**config.mk**
```make
export PLATFORM = sky130hd
export DESIGN_NAME = sd_image_server
export DESIGN_NICKNAME = d
export VERILOG_FILES = /design/src/rtl/sd_image_server.sv
export SDC_FILE = /design/constraint.sdc
export NUM_CORES = 1
export LEC_CHECK = 0
export ABC_AREA = 1
export BUFFER_PORTS_ARGS = -buffer_cell sky130_fd_sc_hd__buf_4
export CAP_MARGIN = 20
export CORE_MARGIN = 2
export CORE_UTILIZATION = 28
export DETAILED_ROUTE_END_ITERATION = 10
export MAX_ROUTING_LAYER = met4
export SYNTH_ARGS = -nofsm -noshare
export SYNTH_HDL_FRONTEND = slang
export SYNTH_SLANG_ARGS = --single-unit
```
**constraint.sdc**
```tcl
create_clock -name CLK -period 3.7 [get_ports CLK]
set_input_delay 0.555 -clock CLK [delete_from_list [all_inputs] [get_ports CLK]]
set_output_delay 0.555 -clock CLK [all_outputs]
set_load 0.05 [all_outputs]
```
**src/rtl/sd_image_server.sv**
```systemverilog
`default_nettype none
// sd_image_server: responder for the sd_lba/sd_rd/sd_wr/sd_ack sector handshake, serving 512-byte
// sectors from a byte-wide image memory. Define SD_IMAGE_WRITE_EN to allow writes back to the image.
module sd_image_server #(
  parameter int unsigned ADDR_W   = 24,
  parameter int unsigned IMG_BASE = 0
) (
  input  logic              CLK,
  input  logic              RESET_N,
  input  logic [31:0]       sd_lba,
  input  logic              sd_rd,
  input  logic              sd_wr,
  output logic              sd_ack,
  output logic [8:0]        sd_buff_addr,
  output logic [7:0]        sd_buff_dout,
  input  logic [7:0]        sd_buff_din,
  output logic              sd_buff_wr,
  input  logic [31:0]       img_size,
  output logic [ADDR_W-1:0] mem_addr,
  output logic              mem_rd,
  output logic              mem_wr,
  output logic [7:0]        mem_din,
  input  logic [7:0]        mem_dout,
  input  logic              mem_ready,
  output logic              err
);

  typedef enum logic [2:0] {
    S_IDLE     = 3'd0,
    S_RD_REQ   = 3'd1,
    S_RD_STORE = 3'd2,
    S_WR_ADDR  = 3'd3,
    S_WR_LATCH = 3'd4,
    S_WR_REQ   = 3'd5,
    S_DONE     = 3'd6
  } state_t;

  state_t              state_q;
  logic                rd_prev_q;
  logic                wr_prev_q;
  logic [8:0]          idx_q;
  logic [ADDR_W-10:0]  blk_q;
  logic                zfill_q;
  logic                hold_q;
  logic                ack_q;
  logic                bwr_q;
  logic                mrd_q;
  logic                mwr_q;
  logic                err_q;
  logic [8:0]          baddr_q;
  logic [7:0]          bdout_q;
  logic [ADDR_W-1:0]   maddr_q;

  logic                rd_edge_d;
  logic                wr_edge_d;
  logic                in_range_d;
  logic [41:0]         end_byte_d;
  logic [8:0]          idx_inc_d;

  assign rd_edge_d  = sd_rd & ~rd_prev_q;
  assign wr_edge_d  = sd_wr & ~wr_prev_q;
  assign idx_inc_d  = idx_q + 9'd1;
  // Widened so (lba+1)*512 can never wrap back into range.
  assign end_byte_d = ({10'd0, sd_lba} + 42'd1) << 9;
  assign in_range_d = (img_size != 32'd0) &&
                      ((sd_lba >> (ADDR_W - 9)) == 32'd0) &&
                      (end_byte_d <= {10'd0, img_size});

  function automatic logic [ADDR_W-1:0] byte_addr(input logic [ADDR_W-10:0] blk,
                                                  input logic [8:0] i);
    return ADDR_W'(IMG_BASE) + {blk, i};
  endfunction

`ifdef SD_IMAGE_WRITE_EN
  logic [7:0] mdin_q;
  assign mem_din = mdin_q;
`else
  logic unused_buff_din;
  assign unused_buff_din = ^sd_buff_din;
  assign mem_din         = 8'd0;
`endif

  always_ff @(posedge CLK or negedge RESET_N) begin
    if (!RESET_N) begin
      state_q   <= S_IDLE;
      rd_prev_q <= 1'b0;
      wr_prev_q <= 1'b0;
      idx_q     <= '0;
      blk_q     <= '0;
      zfill_q   <= 1'b0;
      hold_q    <= 1'b0;
      ack_q     <= 1'b0;
      bwr_q     <= 1'b0;
      mrd_q     <= 1'b0;
      mwr_q     <= 1'b0;
      err_q     <= 1'b0;
      baddr_q   <= '0;
      bdout_q   <= '0;
      maddr_q   <= '0;
`ifdef SD_IMAGE_WRITE_EN
      mdin_q    <= '0;
`endif
    end else begin
      rd_prev_q <= sd_rd;
      wr_prev_q <= sd_wr;
      err_q     <= 1'b0;
      case (state_q)
        S_IDLE: begin
          idx_q <= '0;
          if (rd_edge_d) begin
            blk_q   <= sd_lba[ADDR_W-10:0];
            ack_q   <= 1'b1;
            baddr_q <= '0;
            if (in_range_d) begin
              maddr_q <= byte_addr(sd_lba[ADDR_W-10:0], 9'd0);
              mrd_q   <= 1'b1;
              err_q   <= wr_edge_d;
              state_q <= S_RD_REQ;
            end else begin
              // Out of range: fill the buffer with zeros, one byte per cycle.
              zfill_q <= 1'b1;
              bdout_q <= 8'd0;
              bwr_q   <= 1'b1;
              err_q   <= 1'b1;
              state_q <= S_RD_STORE;
            end
          end else if (wr_edge_d) begin
            blk_q <= sd_lba[ADDR_W-10:0];
            ack_q <= 1'b1;
`ifdef SD_IMAGE_WRITE_EN
            if (in_range_d) begin
              baddr_q <= '0;
              state_q <= S_WR_ADDR;
            end else begin
              err_q   <= 1'b1;
              hold_q  <= 1'b1;
              state_q <= S_DONE;
            end
`else
            err_q   <= 1'b1;
            hold_q  <= 1'b1;
            state_q <= S_DONE;
`endif
          end
        end
        S_RD_REQ: begin
          if (mem_ready) begin
            mrd_q   <= 1'b0;
            bdout_q <= mem_dout;
            baddr_q <= idx_q;
            bwr_q   <= 1'b1;
            state_q <= S_RD_STORE;
          end
        end
        S_RD_STORE: begin
          idx_q <= idx_inc_d;
          if (idx_q == 9'd511) begin
            bwr_q   <= 1'b0;
            zfill_q <= 1'b0;
            state_q <= S_DONE;
          end else if (zfill_q) begin
            baddr_q <= idx_inc_d;
          end else begin
            bwr_q   <= 1'b0;
            maddr_q <= byte_addr(blk_q, idx_inc_d);
            mrd_q   <= 1'b1;
            state_q <= S_RD_REQ;
          end
        end
`ifdef SD_IMAGE_WRITE_EN
        // The buffer address is already presented on entry, so the buffer's
        // one-cycle read latency has elapsed by the end of WR_LATCH.
        S_WR_ADDR: begin
          baddr_q <= idx_q;
          state_q <= S_WR_LATCH;
        end
        S_WR_LATCH: begin
          mdin_q  <= sd_buff_din;
          maddr_q <= byte_addr(blk_q, idx_q);
          mwr_q   <= 1'b1;
          state_q <= S_WR_REQ;
        end
        S_WR_REQ: begin
          if (mem_ready) begin
            mwr_q <= 1'b0;
            idx_q <= idx_inc_d;
            if (idx_q == 9'd511) begin
              state_q <= S_DONE;
            end else begin
              baddr_q <= idx_inc_d;
              state_q <= S_WR_ADDR;
            end
          end
        end
`endif
        S_DONE: begin
          if (hold_q) begin
            hold_q <= 1'b0;
          end else begin
            ack_q   <= 1'b0;
            state_q <= S_IDLE;
          end
        end
        default: state_q <= S_IDLE;
      endcase
    end
  end

  assign sd_ack       = ack_q;
  assign sd_buff_addr = baddr_q;
  assign sd_buff_dout = bdout_q;
  assign sd_buff_wr   = bwr_q;
  assign mem_addr     = maddr_q;
  assign mem_rd       = mrd_q;
  assign mem_wr       = mwr_q;
  assign err          = err_q;

endmodule
`default_nettype wire

```
Word level (Yosys, flattened, before mapping) --
Index checks and enable logic that the tools add are counted.
Operators by class: $add $sub $neg 2, magnitude comparators 1, equality and inequality tests 17, mux-type cells 49, bitwise operators 4, reductions and logical operators 20
Operators with widths (number):
- $mux 24 | 4
- $pmux 24 s2 | 1
- $le 42x32->1 | 1
- $mux 9 | 4
- $add 32x1->33 const B | 1
- $logic_not 32->1 | 1
- $reduce_bool 32->1 | 1
- $mux 15 | 2
- $pmux 9 s3 | 1
- $mux 8 | 3
- $ne 2x2->1 const B | 11
- $mux 1 | 19
- $mux 3 | 6
- $pmux 9 s2 | 1
- $pmux 8 s2 | 1
- $reduce_and 5->1 | 3
- $pmux 3 s4 | 1
- $reduce_and 4->1 | 3
- $add 9x1->9 const B | 1
- $eq 9x9->1 const B | 1
- $reduce_bool 2->1 | 4
- $ne 3x3->1 const B | 2
- $pmux 1 s2 | 3
- $pmux 1 s3 | 2
- 12 further kinds | 16
Storage, ports and cells: bits in registers 76, output and inout bits 54

Longest topological paths before layout --
depth in word-level cells 6, depth in mapped cells 26, depth with buffers taken out 25

Worst setup path before layout --
No wires, ideal clock.
path type in2reg, start point input sd_lba[0], end point register maddr_q[10], in the netlist mem_addr[10], setup time 119 ps, arrival time 3168 ps, data required time 3581 ps, slack 413 ps, stages on the path 21, buffers on the path 1, path through ha_1 > nand2_1 > nor2_1 > nand2_1 > nor2_2 > nand2_1 > or3_4 > nor2_2 > xnor2_1 > inv_1 > ha_1 > nand2_1 > nor4_1 > nand4_1 > nand2_1 > nand2_2 > nand2_4 > nand3_4 > buf_6 > nand2_1 > nand2_1
Between the ends: word-level cells in the longest chain between the ends 5
RTL lines:
- start, declared | RTL line 10 | input logic [31:0] sd_lba,
- $add 32x1->33 | RTL line 64 | assign end_byte_d = ({10'd0, sd_lba} + 42'd1) << 9;
- $le 42x32->1 | RTL line 67 | (end_byte_d <= {10'd0, img_size});
- $logic_and 1x1->1 | RTL line 66 | ((sd_lba >> (ADDR_W - 9)) == 32'd0) &&
- $ne 2x2->1 (no line)
- $reduce_and 5->1 (no line)
- end signal, assigned | RTL line 115 | maddr_q <= byte_addr(sd_lba[ADDR_W-10:0], 9'd0);
- end signal, assigned | RTL line 165 | maddr_q <= byte_addr(blk_q, idx_inc_d);
- end, declared | RTL line 52 | logic [ADDR_W-1:0] maddr_q;
No other way between the ends. A chain may end at the register's enable or synchronous reset.

Worst setup path after layout --
start point input sd_lba[0], end point register maddr_q[9], in the netlist mem_addr[9]
Between the ends: word-level cells in the longest chain between the ends 5, elaborated cells between the ends (all ways) 8, those cells by class 1 x add/sub; 1 x order compare; 1 x eq/ne; 3 x mux; 2 x reduce/logical
RTL lines (RTL line):
- $add 32x1->33 | 64
- $le 42x32->1 | 67
- $logic_and 1x1->1 | 66
- $ne 2x2->1 (no line)
- $reduce_and 5->1 (no line)
Several ways; a longest one is shown, not always the timed one. The select of a mux whose other input is x is not followed.

==> metrics <==
Switching Fraction approximately half; I/O pin count 139; CTS sink count 76; cells after synthesis 645; Post-synth EDFFs 0; largest net degree at the start of global routing 77; area of placed instances a little over 6000 sq um; vias in the first global route 4207; post-layout net count 887; WS Path Type in2reg; register area share after synthesis 39.2%; H-tree depth 3; Leakage around 3.4 nW; slew margin rel. 29.5%; antenna cell count 0; DR vias/cell 4.42; clk slew on worst S/H paths 60 ps; worst vdd ir 0.000379 V; Syn Area/Cell roughly 7.5 sq um; ys async rst share 100%; wire per inst 12.1 um; area grow syn2layout 30.9%; internal power approximately 2.4 mW; I/O Buffers 121; sequential share of power 28.6%; drt pass-1 iters 4; Worst setup EP type flip-flop; via count 4445; CP Max Fanout 26; pwr dens 720 nW/um^2; min-delay worst type in2reg; status finished clean; clk_skew 9.17 ps; drt initial violations approximately 190; cts hold-fix bufs 0; # DRC 0; combinational cell fraction of total power 53.0%; Starting Density 28.4%; CTS tree done; Yosys warnings 1; Rows 48; dominant cell type by area after synthesis dfrtp_1; clock share of power a little under a fifth; share of the synthesized area in the top cell type 39.2%; fmax between 0.3 and 0.4 GHz; crit start category input pin; switching pwr 2.21 mW; initial antenna violation count 0; Num CTS Buffers 9; fillcell total 1827; post-layout min period 3270 ps; Post-Synthesis Cell Area 4860 sq um; most frequent cells in the layout nand2_1 (178), buf_4 (137), inv_1 (100), dfrtp_1 (76), o21ai_0 (43); Worst Max-Slew Pin Slew 1050 ps; Slew Viols, Final 0; gr ovfl total 0; chip height 136 um; dpl ws approximately 13 ps; number of synthesized register bits 76; Overall Power 4.58 mW; worst skew pair latency between 300 and 400 ps; Synth Flop Type dfrtp_1; commonest non-fill, non-tap cell in the layout nand2_1; Die X-Extent 136 um; CP Data Arrival Time 3500 ps; root buf cell clkbuf_16; required time worst endpoint 3920 ps; RSZ-0062 raised after global routing no; routability cong. 0.865; CORE AREA 17100 sq um; share of layout cells above drive strength 1 23.9%; die area 18400 sq um; Final HPWL DP 9580 um; routed wire length 12200 um; min setup slack post-route 425 ps; final setup TNS 0 ps; Synth cell types 38; gr usage total between 10% and 20%; Final setup viols 0; synth top area cells dfrtp_1 (39%), nand2_1 (14%), inv_1 (7.7%), ha_1 (6.7%), nand4_1 (4.5%); Longest Clk Path Bufs 2; post-route cell area 6360 sq um; Final Hold Fails 0; Max Cap Viol 0; antenna viol nets, final 0; period utilisation layout about 90%; first-pass GRT wire length 20500 um
==> cells by family after synthesis <==
kind of cell	share of synthesized area [%]
AOI/OAI and AO/OA	9.81
adders and majority gates	6.70
xor gates and xnor gates	3.79
and+or+nand+nor	28.8
DFF	39.2
buffers and inverters	11.6
other	0.0772
==> sequential cells by signal, indices dropped and copies added, names as in the netlist <==
name / flops
blk_q: 15
err: 1
hold_q: 1
idx_q: 9
mem_addr: 24
mem_rd: 1
rd_prev_q: 1
sd_ack: 1
sd_buff_addr: 9
sd_buff_dout: 8
sd_buff_wr: 1
state_q: 3
wr_prev_q: 1
zfill_q: 1
==> synthesized netlist by cell type (4+ instances only) <==
library cell  instances
buf_2                 5
nor2_1               39
nor3_1               13
nor2_4                4
nand3_1              16
buf_6                 4
clkbuf_1             10
o21ai_2               8
xor2_1               16
nand2_1             178
inv_1               100
dfrtp_1              76
nand4_1              35
a31oi_1               8
a21oi_1              14
nor2_2                5
buf_4                 9
nor4_1                7
xnor2_1               5
o21ai_0              43
inv_2                 4
ha_1                 26
==> critical path: stages <==
cell	delay, ps
buf_4	90
ha_1	150
nand2_1	80
nor2_1	140
nand2_1	110
nor2_2	120
nand2_1	90
or3_4	360
nor2_2	120
xnor2_1	120
inv_1	60
ha_1	290
nand2_1	80
nor4_1	270
nand4_1	110
nand2_1	170
nand2_2	100
nand2_4	100
nand3_4	70
buf_12	210
nand2_1	70
nand2_1	50
==> layer usage <==
layer	track usage [%]	routed length (um)	vias to the layer above
met3	2.69	763	10
met1	19.1	5900	2002
met4	4.22	133	0
met2	22.0	5370	113
met5	-	0	-
li1	-	-	2320
==> final timing paths <==
| path | from | end | slack (ps) | cells after the start |
|---|---|---|---|---|
| setup / recovery | sd_lba[0] | mem_addr[9] | 430 | 22 |
| hold / removal | sd_wr | wr_prev_q | 330 | 1 |
| setup reg to reg | state_q[0] | mem_addr[9] | 1130 | 11 |
| hold reg to reg | sd_buff_wr | sd_buff_wr | 470 | 2 |
| max in group asynchronous | RESET_N | blk_q[13] | 2710 | 1 |
| min in group asynchronous | RESET_N | sd_buff_dout[5] | 360 | 1 |
==> power by group through the flow <==
stage	clock (mW)	sequential, mW	combinational, mW
after global routing	0.909	1.35	2.67
after global placement	0	1.32	2.42
final	0.841	1.31	2.43
after CTS	0.861	1.31	2.45
after floorplan	0	1.94	1.12
after detailed placement	0	1.33	2.44
==> layout make-up <==
cell class / count / area (sq um) / share of cell area (%)
multi-input combinational: 445 / 2420 / 38.1
sequential: 76 / 1900 / 29.9
timing repair buffer: 140 / 1080 / 17.0
inverter: 104 / 390 / 6.14
tap: 225 / 282 / 4.43
clock buffer: 10 / 239 / 3.76
clock inverter: 6 / 45.0 / 0.708
==> through the flow <==
| stage | util, % | std cells | hold slack [ps] |
|---|---|---|---|
| after CTS | 37.1 | 1006 | 324 |
| after detailed placement | 35.5 | 990 | 460 |
| final | 37.2 | 1006 | 334 |
| after floorplan | - | 653 | 259 |
| after global routing | 37.2 | 1006 | 321 |
| after global placement | 35.5 | 990 | 457 |
==> timing repair <==
action,in CTS,in global routing
gates resized for setup,0,1
endpoints found under the setup margin,0,1
buffers inserted,0,0
(Power assumes the default switching activity.)
